==> src/rtl/hdlc_pkg.sv <==
// Shared types and constants for the HDLC deframer slice.
package hdlc_pkg;

    typedef enum logic [1:0] {
        HUNT = 2'd0,
        OPEN = 2'd1,
        DATA = 2'd2
    } state_e;

    localparam logic [7:0]  FLAG_BYTE  = 8'h7E;
    localparam int unsigned FLAG_DELAY = 7;
    localparam int unsigned FILL_W     = $clog2(FLAG_DELAY + 1);
    localparam int unsigned BIT_CNT_W  = 3;

endpackage

==> src/rtl/hdlc_bit_delay.sv <==
// Seven-bit delay line that holds back data bits until they are known not to
// belong to a flag; the oldest bit leaves on each push once the line is full.
module hdlc_bit_delay
    import hdlc_pkg::*;
(
    input  logic clk,
    input  logic resetn,
    input  logic push,
    input  logic bit_in,
    input  logic clr,
    output logic exit_c,
    output logic exit_bit_c
);

    logic [FLAG_DELAY-1:0] sr_q, sr_d;
    logic [FILL_W-1:0]     fill_q, fill_d;
    logic                  full;

    assign full = (fill_q == FILL_W'(FLAG_DELAY));

    always_comb begin
        sr_d       = sr_q;
        fill_d     = fill_q;
        exit_c     = push & full & ~clr;
        exit_bit_c = sr_q[FLAG_DELAY-1];
        if (clr) begin
            sr_d   = '0;
            fill_d = '0;
        end else if (push) begin
            sr_d = {sr_q[FLAG_DELAY-2:0], bit_in};
            if (!full) begin
                fill_d = fill_q + FILL_W'(1);
            end
        end
    end

    always_ff @(posedge clk) begin
        if (!resetn) begin
            sr_q   <= '0;
            fill_q <= '0;
        end else begin
            sr_q   <= sr_d;
            fill_q <= fill_d;
        end
    end

endmodule

==> src/rtl/hdlc_deframer.sv <==
// Rebuilds HDLC frames from the bit decoder's stream: drops stuffing and flag
// bits, packs LSB-first bytes, and flags frame boundaries, aborts and errors.
// Optional frame statistics are enabled with HDLC_DEFRAMER_STATS_EN.
module hdlc_deframer
    import hdlc_pkg::*;
#(
    parameter int unsigned MIN_BYTES = 2,
    parameter int unsigned MAX_BYTES = 1024,
    parameter int unsigned CNT_W     = 11
) (
    input  logic       clk,
    input  logic       resetn,
    input  logic       bit_valid,
    input  logic       bit_in,
    input  logic       discard,
    input  logic       flag,
    input  logic       err,
    output logic       byte_valid,
    output logic [7:0] byte_data,
    output logic       sof,
    output logic       eof,
    output logic       frame_abort,
    output logic       frame_err,
    output logic       in_frame
`ifdef HDLC_DEFRAMER_STATS_EN
    ,
    output logic [15:0] good_frames,
    output logic [15:0] bad_frames
`endif
);

    state_e               state_q, state_d;
    logic [BIT_CNT_W-1:0] bit_cnt_q, bit_cnt_d;
    logic [7:0]           asm_q, asm_d;
    logic [CNT_W-1:0]     cnt_q, cnt_d;
    logic [7:0]           byte_data_q, byte_data_d;
    logic                 byte_valid_q, byte_valid_d;
    logic                 sof_q, sof_d;
    logic                 eof_q, eof_d;
    logic                 abort_q, abort_d;
    logic                 ferr_q, ferr_d;
    logic                 in_frame_q, in_frame_d;

    logic data_bit_c, flag_c, err_c, push_c, clr_c;
    logic exit_c, exit_bit_c, cnt_ok_c;

    assign data_bit_c = bit_valid & ~discard & ~flag & ~err;
    assign flag_c     = bit_valid & flag;
    assign err_c      = bit_valid & err;
    assign push_c     = data_bit_c & (state_q != HUNT);
    assign clr_c      = flag_c | err_c | (state_q == HUNT);
    assign cnt_ok_c   = (cnt_q >= CNT_W'(MIN_BYTES)) && (cnt_q <= CNT_W'(MAX_BYTES));

    hdlc_bit_delay u_delay (
        .clk        (clk),
        .resetn     (resetn),
        .push       (push_c),
        .bit_in     (bit_in),
        .clr        (clr_c),
        .exit_c     (exit_c),
        .exit_bit_c (exit_bit_c)
    );

    // Frame FSM. DATA is entered on the first bit to leave the delay line, so
    // the leading bits of shared/back-to-back flags never open a frame.
    always_comb begin
        state_d      = state_q;
        bit_cnt_d    = bit_cnt_q;
        asm_d        = asm_q;
        cnt_d        = cnt_q;
        byte_data_d  = byte_data_q;
        byte_valid_d = 1'b0;
        sof_d        = 1'b0;
        eof_d        = 1'b0;
        abort_d      = 1'b0;
        ferr_d       = 1'b0;

        case (state_q)
            HUNT: begin
                if (flag_c) begin
                    state_d = OPEN;
                end
            end
            OPEN: begin
                if (err_c) begin
                    state_d = HUNT;
                end
            end
            DATA: begin
                if (flag_c) begin
                    if (bit_cnt_q == '0 && cnt_ok_c) begin
                        eof_d = 1'b1;
                    end else begin
                        ferr_d = 1'b1;
                    end
                    state_d   = OPEN;
                    bit_cnt_d = '0;
                    cnt_d     = '0;
                end else if (err_c) begin
                    abort_d   = 1'b1;
                    state_d   = HUNT;
                    bit_cnt_d = '0;
                    cnt_d     = '0;
                end
            end
            default: begin
                state_d = HUNT;
            end
        endcase

        if (exit_c) begin
            state_d          = DATA;
            asm_d[bit_cnt_q] = exit_bit_c;
            bit_cnt_d        = bit_cnt_q + BIT_CNT_W'(1);
            if (bit_cnt_q == BIT_CNT_W'(7)) begin
                if (cnt_q == CNT_W'(MAX_BYTES)) begin
                    ferr_d  = 1'b1;
                    state_d = HUNT;
                    cnt_d   = '0;
                end else begin
                    byte_valid_d = 1'b1;
                    byte_data_d  = asm_d;
                    sof_d        = (cnt_q == '0);
                    cnt_d        = cnt_q + CNT_W'(1);
                end
            end
        end

        in_frame_d = (state_d == DATA);
    end

    always_ff @(posedge clk) begin
        if (!resetn) begin
            state_q      <= HUNT;
            bit_cnt_q    <= '0;
            asm_q        <= '0;
            cnt_q        <= '0;
            byte_data_q  <= '0;
            byte_valid_q <= 1'b0;
            sof_q        <= 1'b0;
            eof_q        <= 1'b0;
            abort_q      <= 1'b0;
            ferr_q       <= 1'b0;
            in_frame_q   <= 1'b0;
        end else begin
            state_q      <= state_d;
            bit_cnt_q    <= bit_cnt_d;
            asm_q        <= asm_d;
            cnt_q        <= cnt_d;
            byte_data_q  <= byte_data_d;
            byte_valid_q <= byte_valid_d;
            sof_q        <= sof_d;
            eof_q        <= eof_d;
            abort_q      <= abort_d;
            ferr_q       <= ferr_d;
            in_frame_q   <= in_frame_d;
        end
    end

    assign byte_valid  = byte_valid_q;
    assign byte_data   = byte_data_q;
    assign sof         = sof_q;
    assign eof         = eof_q;
    assign frame_abort = abort_q;
    assign frame_err   = ferr_q;
    assign in_frame    = in_frame_q;

`ifdef HDLC_DEFRAMER_STATS_EN
    logic [15:0] good_q, good_d, bad_q, bad_d;

    // Saturating counters updated on the same edge that raises the pulse.
    always_comb begin
        good_d = good_q;
        bad_d  = bad_q;
        if (eof_d && good_q != 16'hFFFF) begin
            good_d = good_q + 16'd1;
        end
        if ((ferr_d || abort_d) && bad_q != 16'hFFFF) begin
            bad_d = bad_q + 16'd1;
        end
    end

    always_ff @(posedge clk) begin
        if (!resetn) begin
            good_q <= '0;
            bad_q  <= '0;
        end else begin
            good_q <= good_d;
            bad_q  <= bad_d;
        end
    end

    assign good_frames = good_q;
    assign bad_frames  = bad_q;
`endif

endmodule
==> config.mk <==
export PLATFORM = sky130hd
export DESIGN_NAME = hdlc_deframer
export DESIGN_NICKNAME = d
export VERILOG_FILES = /design/src/rtl/hdlc_pkg.sv /design/src/rtl/hdlc_bit_delay.sv /design/src/rtl/hdlc_deframer.sv
export SDC_FILE = /design/constraint.sdc
export NUM_CORES = 1
export LEC_CHECK = 0
export CORE_AREA = 2 2 67 69
export DETAILED_ROUTE_END_ITERATION = 10
export DIE_AREA = 0 0 69 71
export DONT_BUFFER_PORTS = 1
export GPL_TIMING_DRIVEN = 0
export PLACE_DENSITY_LB_ADDON = 0.15
export RECOVER_POWER = 50
export SYNTH_ARGS = -nofsm -noshare
export SYNTH_HDL_FRONTEND = slang
export SYNTH_SLANG_ARGS = --single-unit
==> constraint.sdc <==
create_clock -name clk -period 4.1 [get_ports clk]
set_input_delay 1.23 -clock clk [delete_from_list [all_inputs] [get_ports clk]]
set_output_delay 1.23 -clock clk [all_outputs]
set_load 0.01 [all_outputs]
==> flow_summary.html <==
<table>
<tr><th>Metric</th><th>Value</th></tr>
<tr><th colspan="2">Status</th></tr>
<tr><td>Status</td><td>finished clean</td></tr>
<tr><th colspan="2">Setup path</th></tr>
<tr><td>CP Data Required Time</td><td>4.32 ns</td></tr>
<tr><td>CP bufs+invs</td><td>1</td></tr>
<tr><td>Slowest-stage cell, CP</td><td>nor4_1</td></tr>
<tr><td>CP delay by family, top</td><td>simple AND/OR/NAND/NOR gates</td></tr>
<tr><td>Slowest Stage Delay on Critical Path</td><td>1.00 ns</td></tr>
<tr><td>Highest net fanout along the worst path</td><td>10</td></tr>
<tr><td>Cell-by-cell trace of the critical path</td><td>or4b_1 &gt; nor4_1 &gt; buf_6 &gt; a31oi_1 &gt; a31oi_1</td></tr>
<tr><td>Worst Setup End Kind</td><td>flip-flop</td></tr>
<tr><td>Most used cell along the critical path</td><td>a31oi_1</td></tr>
<tr><td>CP arrival</td><td>3.37 ns</td></tr>
<tr><td>Category of the worst setup path launch point</td><td>primary input</td></tr>
<tr><td>Kind of critical path</td><td>in -&gt; reg</td></tr>
<tr><th colspan="2">Yosys</th></tr>
<tr><td>Synthesis Warnings</td><td>0</td></tr>
<tr><td>Yosys top cell by area</td><td>dfxtp_1</td></tr>
<tr><td>Seq cells post-synth</td><td>48</td></tr>
<tr><td>Top post-synthesis cells by count</td><td>dfxtp_1 (48), a21oi_1 (22), nand3_1 (22), nand2_1 (21)</td></tr>
<tr><td>Mean area per synthesized cell</td><td>8.91 um^2</td></tr>
<tr><td>Post-synthesis cell count</td><td>252</td></tr>
<tr><td>Async set-or-reset flop fraction in the synthesized netlist</td><td>0%</td></tr>
<tr><td>Number of synthesized flops with an enable pin</td><td>0</td></tr>
<tr><td>Most used standard cell by instance count after synthesis</td><td>dfxtp_1</td></tr>
<tr><td>Flip-flop cell with the highest count after synthesis</td><td>dfxtp_1</td></tr>
<tr><td>Sequential share of the synthesized area</td><td>42.8%</td></tr>
<tr><td>Count of different cell masters after synthesis</td><td>39</td></tr>
<tr><td>Syn_nets</td><td>267</td></tr>
<tr><td>Synth top area share</td><td>42.8%</td></tr>
<tr><td>Leading post-synthesis cells by cell area</td><td>dfxtp_1 (43%), a21oi_1 (4.9%), nand3_1 (4.9%)</td></tr>
<tr><td>Netlist area before placement</td><td>2250 um^2</td></tr>
<tr><th colspan="2">Clocking</th></tr>
<tr><td>Maximum clock insertion buffer count</td><td>2</td></tr>
<tr><td>Number of CTS-inserted buffers</td><td>5</td></tr>
<tr><td>TritonCTS clock tree</td><td>built</td></tr>
<tr><td>Worst-path clk slew</td><td>0.09 ns</td></tr>
<tr><td>CTS Hold Buffers Added</td><td>0</td></tr>
<tr><td>Max H-tree Level</td><td>2</td></tr>
<tr><td>Clock insertion delay at the later pin of the skew report</td><td>0.30 ns</td></tr>
<tr><td>Post-CTS setup-driven buffer insertion count</td><td>0</td></tr>
<tr><td>Cell at the root of the clock tree</td><td>clkbuf_8</td></tr>
<tr><td>Number of gates resized after CTS</td><td>0</td></tr>
<tr><td>Clock net sink count</td><td>48</td></tr>
<tr><th colspan="2">STA</th></tr>
<tr><td>Final cycle utilization of the critical path</td><td>76.8%</td></tr>
<tr><td>Final Hold Viols</td><td>0</td></tr>
<tr><td>Slew at the pin closest to its max-slew limit</td><td>1.21 ns</td></tr>
<tr><td>Number of pins with negative max-slew slack in the final report</td><td>0</td></tr>
<tr><td>Post-layout worst setup margin</td><td>0.951 ns</td></tr>
<tr><td>Final setup fails</td><td>0</td></tr>
<tr><td>Worst relative slew slack</td><td>18.9%</td></tr>
<tr><td>Unrepaired setup endpoints after global routing</td><td>false</td></tr>
<tr><td>Post-layout minimum cycle time</td><td>3.15 ns</td></tr>
<tr><td>Top achievable clock speed</td><td>318 MHz</td></tr>
<tr><td>Final total negative setup slack</td><td>0 ns</td></tr>
<tr><td>Skew final</td><td>0.00541 ns</td></tr>
<tr><th colspan="2">Cells and area</th></tr>
<tr><td>Area added between synthesis and finish</td><td>5.85%</td></tr>
<tr><td>Post-route standard cell area excluding fillers</td><td>2380 um^2</td></tr>
<tr><td>Filler Cells Inserted</td><td>398</td></tr>
<tr><td>Final #Nets</td><td>274</td></tr>
<tr><td>Diode insertion count for antenna repair</td><td>0</td></tr>
<tr><td>Share of layout cells above drive strength 1</td><td>5.77%</td></tr>
<tr><th colspan="2">Global routing</th></tr>
<tr><td>Vias in the first global route</td><td>1783</td></tr>
<tr><td>Initial antenna violation count</td><td>0</td></tr>
<tr><td>Overflow after GRT</td><td>0</td></tr>
<tr><td>All-layer global routing usage</td><td>20.5%</td></tr>
<tr><td>Maximum number of pins on one net before global-route repair</td><td>15</td></tr>
<tr><td>Wire length of the first global-routing pass</td><td>8220 um</td></tr>
<tr><th colspan="2">Pwr</th></tr>
<tr><td>Peak supply drop</td><td>0.203 mV</td></tr>
<tr><td>Leak Pwr</td><td>0.783 nW</td></tr>
<tr><td>PwrDens</td><td>330 nW/um^2</td></tr>
<tr><th colspan="2">Routing</th></tr>
<tr><td>Post-DR vias/cell</td><td>6.05</td></tr>
<tr><td>Antenna Violating Nets Remaining</td><td>0</td></tr>
<tr><td>DRC violation total after the first TritonRoute iteration</td><td>77</td></tr>
<tr><td>Sum of routed wire length over all layers</td><td>4820 um</td></tr>
<tr><td>DR vias</td><td>1888</td></tr>
<tr><td>Per-cell routed wire length</td><td>15.4 um</td></tr>
<tr><td>DRC viols</td><td>0</td></tr>
<tr><td>Number of iterations in the first detailed-routing pass</td><td>4</td></tr>
<tr><th colspan="2">Die</th></tr>
<tr><td>Number of core rows</td><td>24</td></tr>
<tr><td>Core Region</td><td>4200 um^2</td></tr>
<tr><td>Starting density of the core</td><td>53.4%</td></tr>
<tr><td>Total Die Area</td><td>4900 um^2</td></tr>
<tr><td>Horiz. Die Dim</td><td>69 um</td></tr>
<tr><td>Vertical die dimension</td><td>71 um</td></tr>
<tr><td>I/O pin cnt</td><td>21</td></tr>
<tr><th colspan="2">Placed design</th></tr>
<tr><td>Placed Instance Area</td><td>2310 um^2</td></tr>
<tr><td>Number of I/O port buffers</td><td>0</td></tr>
<tr><td>Routability congestion estimate from global placement</td><td>0.766</td></tr>
<tr><td>Worst-case setup slack after placement</td><td>1.27 ns</td></tr>
<tr><td>DP HPWL</td><td>3410 um</td></tr>
<tr><th colspan="2">Min path</th></tr>
<tr><td>HP Class</td><td>reg -&gt; reg</td></tr>
<tr><th colspan="2">Job</th></tr>
<tr><td>Max-capacitance violation count</td><td>0</td></tr>
</table>
[placed cells by master (no fill, tap or decap), types with 3 or more instances in the layout]
cell type	count
o21ai_0	4
a311oi_1	8
mux2i_1	8
nand4_1	5
nand3b_1	7
nor2_1	15
nand2_1	21
or3_1	3
clkbuf_8	6
clkbuf_1	8
and3_1	3
nand3_1	22
ha_1	8
a31oi_1	15
dfxtp_1	48
nor3_1	7
nor4_1	7
a211oi_1	10
inv_1	7
a21oi_1	22
and2_1	3
[cells by family after synthesis]
family / share of synthesized area [%]
buffers and inverters: 4.18
DFF: 42.8
xor gates and xnor gates: 0.390
muxes: 3.57
AOI/OAI and AO/OA: 18.6
adders and majority gates: 4.46
and+or+nand+nor: 26.0
[final cells by class]
type,instances,area [um^2],share of cell area [%]
Clock inverter,2,10.0,0.421
Clock buffer,6,82.6,3.47
Tap cell,52,65.1,2.74
Sequential cell,48,961,40.4
Buffer,13,66.3,2.79
Multi-Input combinational cell,184,1170,49.1
Inverter,7,26.3,1.11
[worst min-delay path: stages, from the launching register on]
cell and delay (ns):
dfxtp_1 0.32, nand2_1 0.05, a21oi_1 0.05
[registers in the layout (all words and copies together) (netlist names)]
signal	count
asm_q	8
bit_cnt_q	3
byte_data	8
byte_valid	1
cnt_q	11
eof	1
frame_abort	1
frame_err	1
in_frame	1
sof	1
state_q	2
u_delay.fill_q	3
u_delay.sr_q	7
[metal layers]
metal | global-route usage, % | vias up | wire length [um]
met5 | 0 | - | 0
met3 | 4.70 | 6 | 146
met4 | 6.54 | 0 | 65
met1 | 24.8 | 887 | 2310
met2 | 36.4 | 28 | 2300
li1 | - | 967 | -
[worst paths after layout]
path | end | cells after the start | start | slack [ns]
min | u_delay.sr_q[0] | 2 | u_delay.sr_q[0] | 0.46
max | cnt_q[5] | 5 | flag | 0.95
min reg2reg | u_delay.sr_q[0] | 2 | u_delay.sr_q[0] | 0.46
max reg2reg | cnt_q[5] | 7 | u_delay.fill_q[0] | 1.59
[stage by stage]
| stage | util (%) | cells | hold slack (ns) | power, W |
|---|---|---|---|---|
| floorplan | - | 252 | 0.437 | 0.000496 |
| global placement | 55.0 | 304 | 0.446 | 0.000502 |
| detailed placement | 55.0 | 304 | 0.449 | 0.000502 |
| CTS | 57.2 | 312 | 0.462 | 0.000792 |
| global route | 56.5 | 312 | 0.487 | 0.000807 |
| finish | 56.5 | 312 | 0.457 | 0.000783 |
[report_power, final]
part           leakage [nW]  switching, W   total, W  internal [W]
sequential            0.387    0.00000177   0.000469      0.000467
combinational         0.345     0.0000146  0.0000206    0.00000591
clock                0.0510      0.000159   0.000294      0.000135
total                 0.783      0.000175   0.000783      0.000608
(Power assumes the default switching activity.)
